$ cat config.mk
export PLATFORM = sky130hd
export DESIGN_NAME = approx_rc_adder_seq
export DESIGN_NICKNAME = d
export VERILOG_FILES = /design/src/rtl/approx_rc_adder_seq.sv
export SDC_FILE = /design/constraint.sdc
export NUM_CORES = 1
export LEC_CHECK = 0
export BUFFER_PORTS_ARGS = -buffer_cell sky130_fd_sc_hd__clkbuf_2
export CAP_MARGIN = 30
export CORE_MARGIN = 2
export CORE_UTILIZATION = 38
export CTS_BUF_LIST = sky130_fd_sc_hd__clkbuf_8
export DETAILED_ROUTE_END_ITERATION = 8
export GPL_TIMING_DRIVEN = 0
export PLACE_DENSITY = 0.55
export REMOVE_ABC_BUFFERS = 1
export SYNTH_ARGS = -nofsm -noshare
export SYNTH_HDL_FRONTEND = slang
export SYNTH_SLANG_ARGS = --single-unit
$ cat constraint.sdc
create_clock -name clk -period 14.8 [get_ports clk]
set_input_delay 0.74 -clock clk [delete_from_list [all_inputs] [get_ports clk]]
set_output_delay 0.74 -clock clk [all_outputs]
set_load 0.05 [all_outputs]
$ cat src/rtl/approx_rc_adder_seq.sv
// approx_rc_adder_seq
//   Sequential ripple-carry adder that processes CHUNK bit positions per
//   cycle. The low APPROX_BITS positions use an approximate full-adder cell
//   unless the operation was launched with in_exact=1. A shadow exact chain
//   runs alongside, so the signed error (exact - approximate) is produced
//   together with the sum.
//
//   Ports
//     clk        rising-edge clock
//     rst_n      synchronous active-low reset
//     in_valid   operand pair offered
//     in_ready   high only in IDLE
//     in_a/in_b  unsigned operands, WIDTH bits
//     in_exact   1 = all positions use exact cells for this operation
//     out_valid  high only in HOLD
//     out_ready  consumer accepts the result
//     out_sum    WIDTH+1 bit sum, MSB is the final carry
//     out_err    WIDTH+2 bit signed error, exact sum minus out_sum
//
//   state  | meaning
//   -------+-----------------------------------------------------------
//   IDLE   | waiting for an operand pair, in_ready=1
//   RUN    | chunk chunk_idx of both chains is evaluated this cycle
//   HOLD   | result presented on out_sum/out_err until out_ready
module approx_rc_adder_seq #(
    parameter int WIDTH       = 8,
    parameter int APPROX_BITS = 6,
    parameter int CHUNK       = 2
) (
    input  logic               clk,
    input  logic               rst_n,
    input  logic               in_valid,
    output logic               in_ready,
    input  logic [WIDTH-1:0]   in_a,
    input  logic [WIDTH-1:0]   in_b,
    input  logic               in_exact,
    output logic               out_valid,
    input  logic               out_ready,
    output logic [WIDTH:0]     out_sum,
    output logic [WIDTH+1:0]   out_err
);

    localparam int NCHUNK = WIDTH / CHUNK;
    localparam int CW     = (NCHUNK > 1) ? $clog2(NCHUNK) : 1;
    localparam logic [CW-1:0] LAST_CHUNK = CW'(NCHUNK - 1);

    localparam logic [1:0] S_IDLE = 2'd0;
    localparam logic [1:0] S_RUN  = 2'd1;
    localparam logic [1:0] S_HOLD = 2'd2;

    logic [1:0]       state;
    logic [WIDTH-1:0] a_r;
    logic [WIDTH-1:0] b_r;
    logic             exact_r;
    logic [CW-1:0]    chunk_idx;
    logic             c_apx;
    logic             c_ex;
    logic [WIDTH-1:0] s_apx;
    logic [WIDTH-1:0] s_ex;
    logic [WIDTH:0]   sum_r;
    logic [WIDTH+1:0] err_r;

    // combinational evaluation of the current chunk
    int               base;
    logic [CHUNK-1:0] a_chk;
    logic [CHUNK-1:0] b_chk;
    logic [CHUNK-1:0] cs_apx;
    logic [CHUNK-1:0] cs_ex;
    logic             cn_apx;
    logic             cn_ex;
    logic [WIDTH-1:0] chunk_mask;
    logic [WIDTH-1:0] nx_apx;
    logic [WIDTH-1:0] nx_ex;
    logic [WIDTH+1:0] err_nx;

    always_comb begin
        base   = int'(chunk_idx) * CHUNK;
        a_chk  = CHUNK'(a_r >> base);
        b_chk  = CHUNK'(b_r >> base);
        cn_apx = c_apx;
        cn_ex  = c_ex;
        cs_apx = '0;
        cs_ex  = '0;
        for (int j = 0; j < CHUNK; j++) begin
            if (!exact_r && ((base + j) < APPROX_BITS)) begin
                // approximate cell: carry out simply forwards the a bit
                cs_apx[j] = (~a_chk[j] & b_chk[j]) | (a_chk[j] & b_chk[j] & cn_apx);
                cn_apx    = a_chk[j];
            end else begin
                cs_apx[j] = a_chk[j] ^ b_chk[j] ^ cn_apx;
                cn_apx    = (a_chk[j] & b_chk[j]) | (a_chk[j] & cn_apx) | (b_chk[j] & cn_apx);
            end
            cs_ex[j] = a_chk[j] ^ b_chk[j] ^ cn_ex;
            cn_ex    = (a_chk[j] & b_chk[j]) | (a_chk[j] & cn_ex) | (b_chk[j] & cn_ex);
        end
        // merge this chunk into the partial sums so the last cycle can form
        // the complete result without waiting an extra cycle
        chunk_mask = WIDTH'({CHUNK{1'b1}}) << base;
        nx_apx     = (s_apx & ~chunk_mask) | (WIDTH'(cs_apx) << base);
        nx_ex      = (s_ex  & ~chunk_mask) | (WIDTH'(cs_ex)  << base);
        err_nx     = {1'b0, cn_ex, nx_ex} - {1'b0, cn_apx, nx_apx};
    end

    always_ff @(posedge clk) begin
        if (!rst_n) begin
            state     <= S_IDLE;
            a_r       <= '0;
            b_r       <= '0;
            exact_r   <= 1'b0;
            chunk_idx <= '0;
            c_apx     <= 1'b0;
            c_ex      <= 1'b0;
            s_apx     <= '0;
            s_ex      <= '0;
            sum_r     <= '0;
            err_r     <= '0;
        end else begin
            case (state)
                S_IDLE: begin
                    if (in_valid) begin
                        a_r       <= in_a;
                        b_r       <= in_b;
                        exact_r   <= in_exact;
                        chunk_idx <= '0;
                        c_apx     <= 1'b0;
                        c_ex      <= 1'b0;
                        state     <= S_RUN;
                    end
                end
                S_RUN: begin
                    s_apx <= nx_apx;
                    s_ex  <= nx_ex;
                    c_apx <= cn_apx;
                    c_ex  <= cn_ex;
                    if (chunk_idx == LAST_CHUNK) begin
                        sum_r <= {cn_apx, nx_apx};
                        err_r <= err_nx;
                        state <= S_HOLD;
                    end else begin
                        chunk_idx <= chunk_idx + 1'b1;
                    end
                end
                S_HOLD: begin
                    if (out_ready) begin
                        state <= S_IDLE;
                    end
                end
                default: state <= S_IDLE;
            endcase
        end
    end

    assign in_ready  = (state == S_IDLE);
    assign out_valid = (state == S_HOLD);
    assign out_sum   = sum_r;
    assign out_err   = err_r;

endmodule

==> metrics.md, run 1 <==
| Metric | Value |
|---|---|
| Status | `completed` |
| Layout cells sized above 1 | `0.195` |
| Post-Synthesis Cells | `361` |
| IO buf count | `41` |
| GRT overflow | `0` |
| Crit. End Element | `flop` |
| Number of remaining DRC errors | `0` |
| Root Buffer | `clkbuf_8` |
| Power Density | `113 nW/um^2` |
| GP Congestion | `0.805` |
| Post-Syn Area | `3060 sq um` |
| Final WS setup | `9.43 ns` |
| Number of global-route vias before repair | `2538` |
| CORE AREA | `7770 sq um` |
| Final nets | `436` |
| Avg Cell Area, Syn | `8.49 sq um` |
| Worst hold margin | `0.452 ns` |
| Clock power frac | `0.411` |
| CP max FO | `20` |
| Prevailing post-synth register cell | `dfxtp_1` |
| Tmin final | `5.37 ns` |
| DRT iter0 DRCs | `98` |
| Final setup vio count | `0` |
| Seq/Total Area, Yosys | `0.379` |
| Crit path kind | `flop to flop` |
| Worst-Skew Late Latency | `0.35 ns` |
| Worst VDD drop | `0.0499 mV` |
| H-tree levels | `3` |
| Clk slew on worst S/H paths | `0.07 ns` |
| CP arrival | `5.64 ns` |
| Max-Cap Viols | `0` |
| CTS Buf Count | `9` |
| Final hold violations | `0` |
| Ant. Diodes | `0` |
| Area contributors post-synth | `dfxtp_1, a21oi_1, nand2_1, ha_1, nor2_1` |
| Total Routing Usage GR | `0.171` |
| Sequential share of power | `0.411` |
| ANT nets after route | `0` |
| Number of synthesized flops with an enable pin | `0` |
| Initial antenna violation count | `0` |
| Clk_skew | `0.00710 ns` |
| Max_slew headroom | `0.365` |
| Bufs on Longest Clock Path | `2` |
| DRT Pass-1 Iters | `4` |
| Post-CTS setup buffers | `0` |
| Sw frac | `0.280` |
| CTS tree | `built` |
| Combinational power share | `0.178` |
| Dpl ws | `9.40 ns` |
| Die width | `93.8 microns` |
| Num rows | `32` |
| Post-synth top area cell | `dfxtp_1` |
| Slew Viols, Final | `0` |
| Area grow syn2layout | `16.7%` |
| Initial Utilization | `0.394` |
| Post-synthesis register bit count | `58` |
| Hold Path Class | `flop to flop` |
| Slew @ Worst Pin | `0.948 ns` |
| Unrepaired setup endpoints after global routing | `false` |
| Drt total wl | `6600 microns` |
| Sw Pwr | `0.000113 W` |
| FMAX | `186 MHz` |
| Crit start category | `flop` |
| Hpwl dp | `4700 microns` |
| Vias | `2564` |
| Ys Warns | `0` |
| Largest net degree at the start of global routing | `40` |
| Global-route wire length before repair | `11800 microns` |
| Routed WL per cell | `13.1 microns` |
| Die span in y | `93.8 microns` |
| Avg Vias per Cell | `5.11` |
| Total I/O pin count | `42` |
| Leakage | `1.44 nW` |
| Die area | `8800 sq um` |
| Worst EP required | `15.07 ns` |
| Yosys top cell area share | `0.379` |
| Hold buffer count at cts | `0` |
| Dpl cells | `486` |
| # clock sinks | `58` |
| CTS-repair resized insts | `0` |
| Synth cell types | `53` |
| Ys async rst share | `0` |
| Final instance count without filler cells | `502` |
| Int Power | `0.000292 W` |
| Setup TNS | `0 ns` |
| Fin crit share | `0.363` |
placed cells by master (no fill, tap or decap), types with 4 or more instances in the layout:
cell / n
a211oi_1: 19
a21oi_1: 41
a22oi_1: 9
clkbuf_2: 41
clkbuf_8: 10
clkinvlp_4: 4
dfxtp_1: 58
fa_1: 5
ha_1: 15
inv_1: 21
nand2_1: 52
nand2b_1: 4
nand3_1: 4
nor2_1: 42
nor2b_1: 5
nor3_1: 9
o21ai_0: 4
xnor2_1: 6
metrics by stage:
stage	cell area, sq um	util	total power (W)
after global routing	3580	0.461	0.000428
final	3580	0.461	0.000405
after detailed placement	3350	0.431	0.000243
after global placement	3310	0.426	0.000241
after CTS	3580	0.461	0.000410
after floorplan	2980	-	0.000224
per-layer routing:
metal / vias to the layer above / part of all wire / global-route usage
met4: 0 / 0.019 / 0.0725
met2: 40 / 0.46 / 0.289
met5: - / 0 / 0
met3: 11 / 0.037 / 0.0433
li1: 1333 / - / -
met1: 1180 / 0.48 / 0.204
flip-flops by register name (all words and copies together), names as in the netlist:
signal and flops:
c_apx 1, out_sum 9, out_err 10, s_ex 8, s_apx 8, chunk_idx 2, exact_r 1, c_ex 1
a_r 8, state 2, b_r 8
cells in the mapped netlist, drive strengths merged, types with 5 or more instances:
cell type	count
ha	15
xnor2	6
fa	5
buf	5
o21ai	5
clkbuf	15
nand2	52
nor3	9
a211oi	19
inv	22
nor2	43
dfxtp	58
a21oi	41
a22oi	9
nor2b	6
power groups by stage:
stage,Combinational (W),Sequential [W],Clock [W]
finish,0.0000723,0.000166,0.000167
global route,0.0000823,0.000167,0.000178
CTS,0.0000734,0.000166,0.000170
detailed placement,0.0000732,0.000170,0
global placement,0.0000715,0.000170,0
floorplan,0.0000553,0.000169,0
worst max-delay path: stages, from the launching register on:
cell,delay [ns]
dfxtp_1,0.87
mux2_4,0.39
mux2i_1,0.24
inv_1,0.16
fa_1,0.40
mux2_2,0.27
fa_1,0.44
o21ba_4,0.28
a21oi_1,0.12
a22oi_1,0.40
inv_1,0.12
fa_1,0.48
nor2b_1,0.16
a311oi_2,0.07
a211o_1,0.32
a221oi_2,0.27
nor3_1,0.10
o31ai_2,0.20
layout make-up:
type                            instances  area (sq um)
Multi-Input combinational cell        261          1740
Clock buffer                           10           138
Inverter                               22          82.6
Sequential cell                        58          1160
Clock inverter                          6          90.1
Fill cell                             837          4190
Timing Repair Buffer                   43           240
Tap cell                              102           128
kinds of logic after synthesis:
family,after synthesis,synth area share
and+or+nand+nor,126,0.179
AOI/OAI and AO/OA,99,0.227
DFF,58,0.379
buffers and inverters,42,0.0555
adders and majority gates,20,0.0939
muxes,9,0.0453
xor gates and xnor gates,7,0.0200
final timing paths:
check	startpoint	endpoint	slack, ns	cells past startpoint
max	chunk_idx[0]$_SDFFE_PN0P_	out_err[8]$_SDFFE_PN0P_	9.43	17
min	out_err[5]$_SDFFE_PN0P_	out_err[5]$_SDFFE_PN0P_	0.45	2
max reg2reg	chunk_idx[0]$_SDFFE_PN0P_	out_err[8]$_SDFFE_PN0P_	9.43	17
min reg2reg	out_err[5]$_SDFFE_PN0P_	out_err[5]$_SDFFE_PN0P_	0.45	2
Note: power is estimated with default switching activity, not from simulation.
==> run 2: changes to the inputs <==
==> constraint.sdc (replaced) <==
create_clock -name clk -period 5.2 [get_ports clk]
set_input_delay 0.26 -clock clk [delete_from_list [all_inputs] [get_ports clk]]
set_output_delay 0.26 -clock clk [all_outputs]
set_load 0.05 [all_outputs]
==> metrics.md, run 2 (synthesis results as in run 1) <==
| Metric | Value |
|---|---|
| Die span in y | `93.8 microns (unchanged)` |
| Num rows | `32 (unchanged)` |
| GRT overflow | `0 (unchanged)` |
| Area grow syn2layout | `17.1%` |
| Root Buffer | `clkbuf_8` |
| Die area | `8800 sq um (unchanged)` |
| Origin of the critical flop-to-flop path | `chunk_idx[0]$_SDFFE_PN0P_` |
| Origin of the worst min-delay path | `in_b[7]` |
| H-tree levels | `3 (unchanged)` |
| Unrepaired setup endpoints after global routing | `false` |
| Most frequent cells in the layout | `dfxtp_1, nand2_1, nor2_1` |
| CP arrival | `5.11 ns (-0.53 ns)` |
| Hold buffer count at cts | `0 (unchanged)` |
| Number of global-route vias before repair | `2538 (unchanged)` |
| Largest net degree at the start of global routing | `40 (unchanged)` |
| Critical-path cell list | `mux2_4 -> mux2i_1 -> inv_1 -> fa_1 -> mux2_2 -> fa_1 -> o21ba_4 -> a21oi_1 -> a22oi_2 -> inv_1 -> fa_1 -> nor2b_1 -> a311oi_2 -> a211o_1 -> a221oi_2 -> nor3_1 -> o31ai_2` |
| Routed WL per cell | `13.2 microns (+0.42%)` |
| CP max FO | `20 (unchanged)` |
| Vias | `2568 (+0.16%)` |
| Critical Path Most Common Cell | `fa_1` |
| Power Density | `322 nW/um^2 (+180%)` |
| CTS Buf Count | `9 (unchanged)` |
| Final instance count without filler cells | `502 (unchanged)` |
| Global-route wire length before repair | `11800 microns (unchanged)` |
| Fin util | `0.462 (+0.00129)` |
| Hold Path Class | `input pin to flop` |
| Ant. Diodes | `0 (unchanged)` |
| Die width | `93.8 microns (unchanged)` |
| Layout cells sized above 1 | `0.203 (+0.00750)` |
| Tmin final | `4.85 ns (-0.526 ns)` |
| Clk_skew | `0.00708 ns (-0.0000166 ns)` |
| Area post-placement | `3350 sq um (unchanged)` |
| Reg2reg path depth | `17 (unchanged)` |
| DRT Pass-1 Iters | `4 (unchanged)` |
| DRT iter0 DRCs | `98 (unchanged)` |
| FMAX | `206 MHz (+11%)` |
| Total Routing Usage GR | `0.171 (unchanged)` |
| Final Power | `0.00115 W (+180%)` |
| CORE AREA | `7770 sq um (unchanged)` |
| Bufs on Longest Clock Path | `2 (unchanged)` |
| Commonest non-fill, non-tap cell in the layout | `dfxtp_1` |
| GP Congestion | `0.805 (unchanged)` |
| Critical Path Slowest Stage Cell | `dfxtp_4` |
| Setup TNS | `0 ns (unchanged)` |
| # clock sinks | `58 (unchanged)` |
| Crit start category | `flop` |
| CTS tree | `built` |
| R2R setup slack | `0.35 ns (-9.07 ns)` |
| Max-Cap Viols | `0 (unchanged)` |
| Fin crit share | `0.932 (+0.569)` |
| Hpwl dp | `4700 microns (unchanged)` |
| Status | `completed` |
| Hold EP | `b_r[7]$_SDFFE_PN0P_` |
| IO buf count | `41 (unchanged)` |
| Slew Viols, Final | `0 (unchanged)` |
| Initial antenna violation count | `0 (unchanged)` |
| Initial Utilization | `0.394 (unchanged)` |
| Dpl cells | `486 (unchanged)` |
| Avg Vias per Cell | `5.12 (+0.16%)` |
| Max reg flops | `10 (unchanged)` |
| Worst-Skew Late Latency | `0.34 ns (about the same)` |
| Worst path max stage delay | `0.51 ns (-0.36 ns)` |
| Crit path kind | `flop to flop` |
| Reg2reg end | `out_err[8]$_SDFFE_PN0P_` |
| Post-CTS setup buffers | `0 (unchanged)` |
| Final Cell Area | `3590 sq um (+0.28%)` |
| Max_slew headroom | `0.355 (-0.0100)` |
| Total I/O pin count | `42 (unchanged)` |
| Final hold violations | `0 (unchanged)` |
| Crit. End Element | `flop` |
| Leakage | `1.45 nW (+0.11%)` |
| ANT nets after route | `0 (unchanged)` |
| Slew @ Worst Pin | `0.963 ns (+0.0149 ns)` |
| Final setup vio count | `0 (unchanged)` |
| Hold Path Depth | `3 (+1)` |
| Worst EP required | `5.47 ns (-9.60 ns)` |
| Drt total wl | `6630 microns (+0.42%)` |
| Worst VDD drop | `0.142 mV (+180%)` |
| Number of remaining DRC errors | `0 (unchanged)` |
| Clk slew on worst S/H paths | `0.07 ns (about the same)` |
| Final nets | `436 (unchanged)` |
-- run 2: cell count changes in the layout (fill, tap and decap cells not counted) --
cell / change
a22oi_1: -1
dfxtp_4: +1
dfxtp_1: -2
a22oi_2: +1
dfxtp_2: +1
-- run 2: worst max path at each step --
stage / startpoint / end
3_5_place_dp: chunk_idx[0]$_SDFFE_PN0P_ / out_err[8]$_SDFFE_PN0P_
5_1_grt: chunk_idx[0]$_SDFFE_PN0P_ / out_err[8]$_SDFFE_PN0P_
2_1_floorplan: chunk_idx[0]$_SDFFE_PN0P_ / out_err[8]$_SDFFE_PN0P_
3_3_place_gp: chunk_idx[0]$_SDFFE_PN0P_ / out_err[8]$_SDFFE_PN0P_
6_report: chunk_idx[0]$_SDFFE_PN0P_ / out_err[8]$_SDFFE_PN0P_
4_1_cts: chunk_idx[0]$_SDFFE_PN0P_ / out_err[8]$_SDFFE_PN0P_
-- run 2: per-stage QoR --
stage | setup WS (ns) | hold WS [ns]
3_3_place_gp | -0.153 | 0.439
4_1_cts | 0.0701 | 0.111
6_report | 0.351 | 0.128
5_1_grt | 0.0163 | 0.113
3_5_place_dp | -0.201 | 0.448
2_1_floorplan | 0.532 | 0.396
-- run 2: report_power, final --
group          switching (W)  internal, W
clock network       0.000191     0.000282
logic               0.000118    0.0000887
registers          0.0000137     0.000460
-- run 2: critical path: cells and delay by family (launching register included) --
| kind | cells | cell delay, ns |
|---|---|---|
| flip-flops | 1 | 0.51 |
| buffers and inverters | 2 | 0.27 |
| AO/OA/AOI/OAI | 7 | 1.54 |
| adder cells (fa/ha/maj) | 3 | 1.31 |
| multiplexers | 3 | 0.87 |
| AND/OR/NAND/NOR | 2 | 0.26 |
-- run 2: layout make-up --
cell class | count | area, sq um
timing repair buffer | 43 | 240
clock buffer | 10 | 138
multi-input combinational | 261 | 1740
sequential | 58 | 1170
clock inverter | 6 | 90.1
inverter | 22 | 82.6
tap | 102 | 128
fill | 836 | 4180
-- run 2: layer usage --
metal	part of all wire	GRT usage	vias up
li1	-	-	1331
met1	0.49	0.204	1187
met2	0.46	0.289	38
met3	0.035	0.0433	12
met4	0.018	0.0725	0
met5	0	0	-
-- run 2: timing repair --
action                     4_1_cts  5_1_grt
resized for setup                2        2
pin swaps                        0        1
setup endpoints to repair        2        4
hold endpoints to repair         0        0
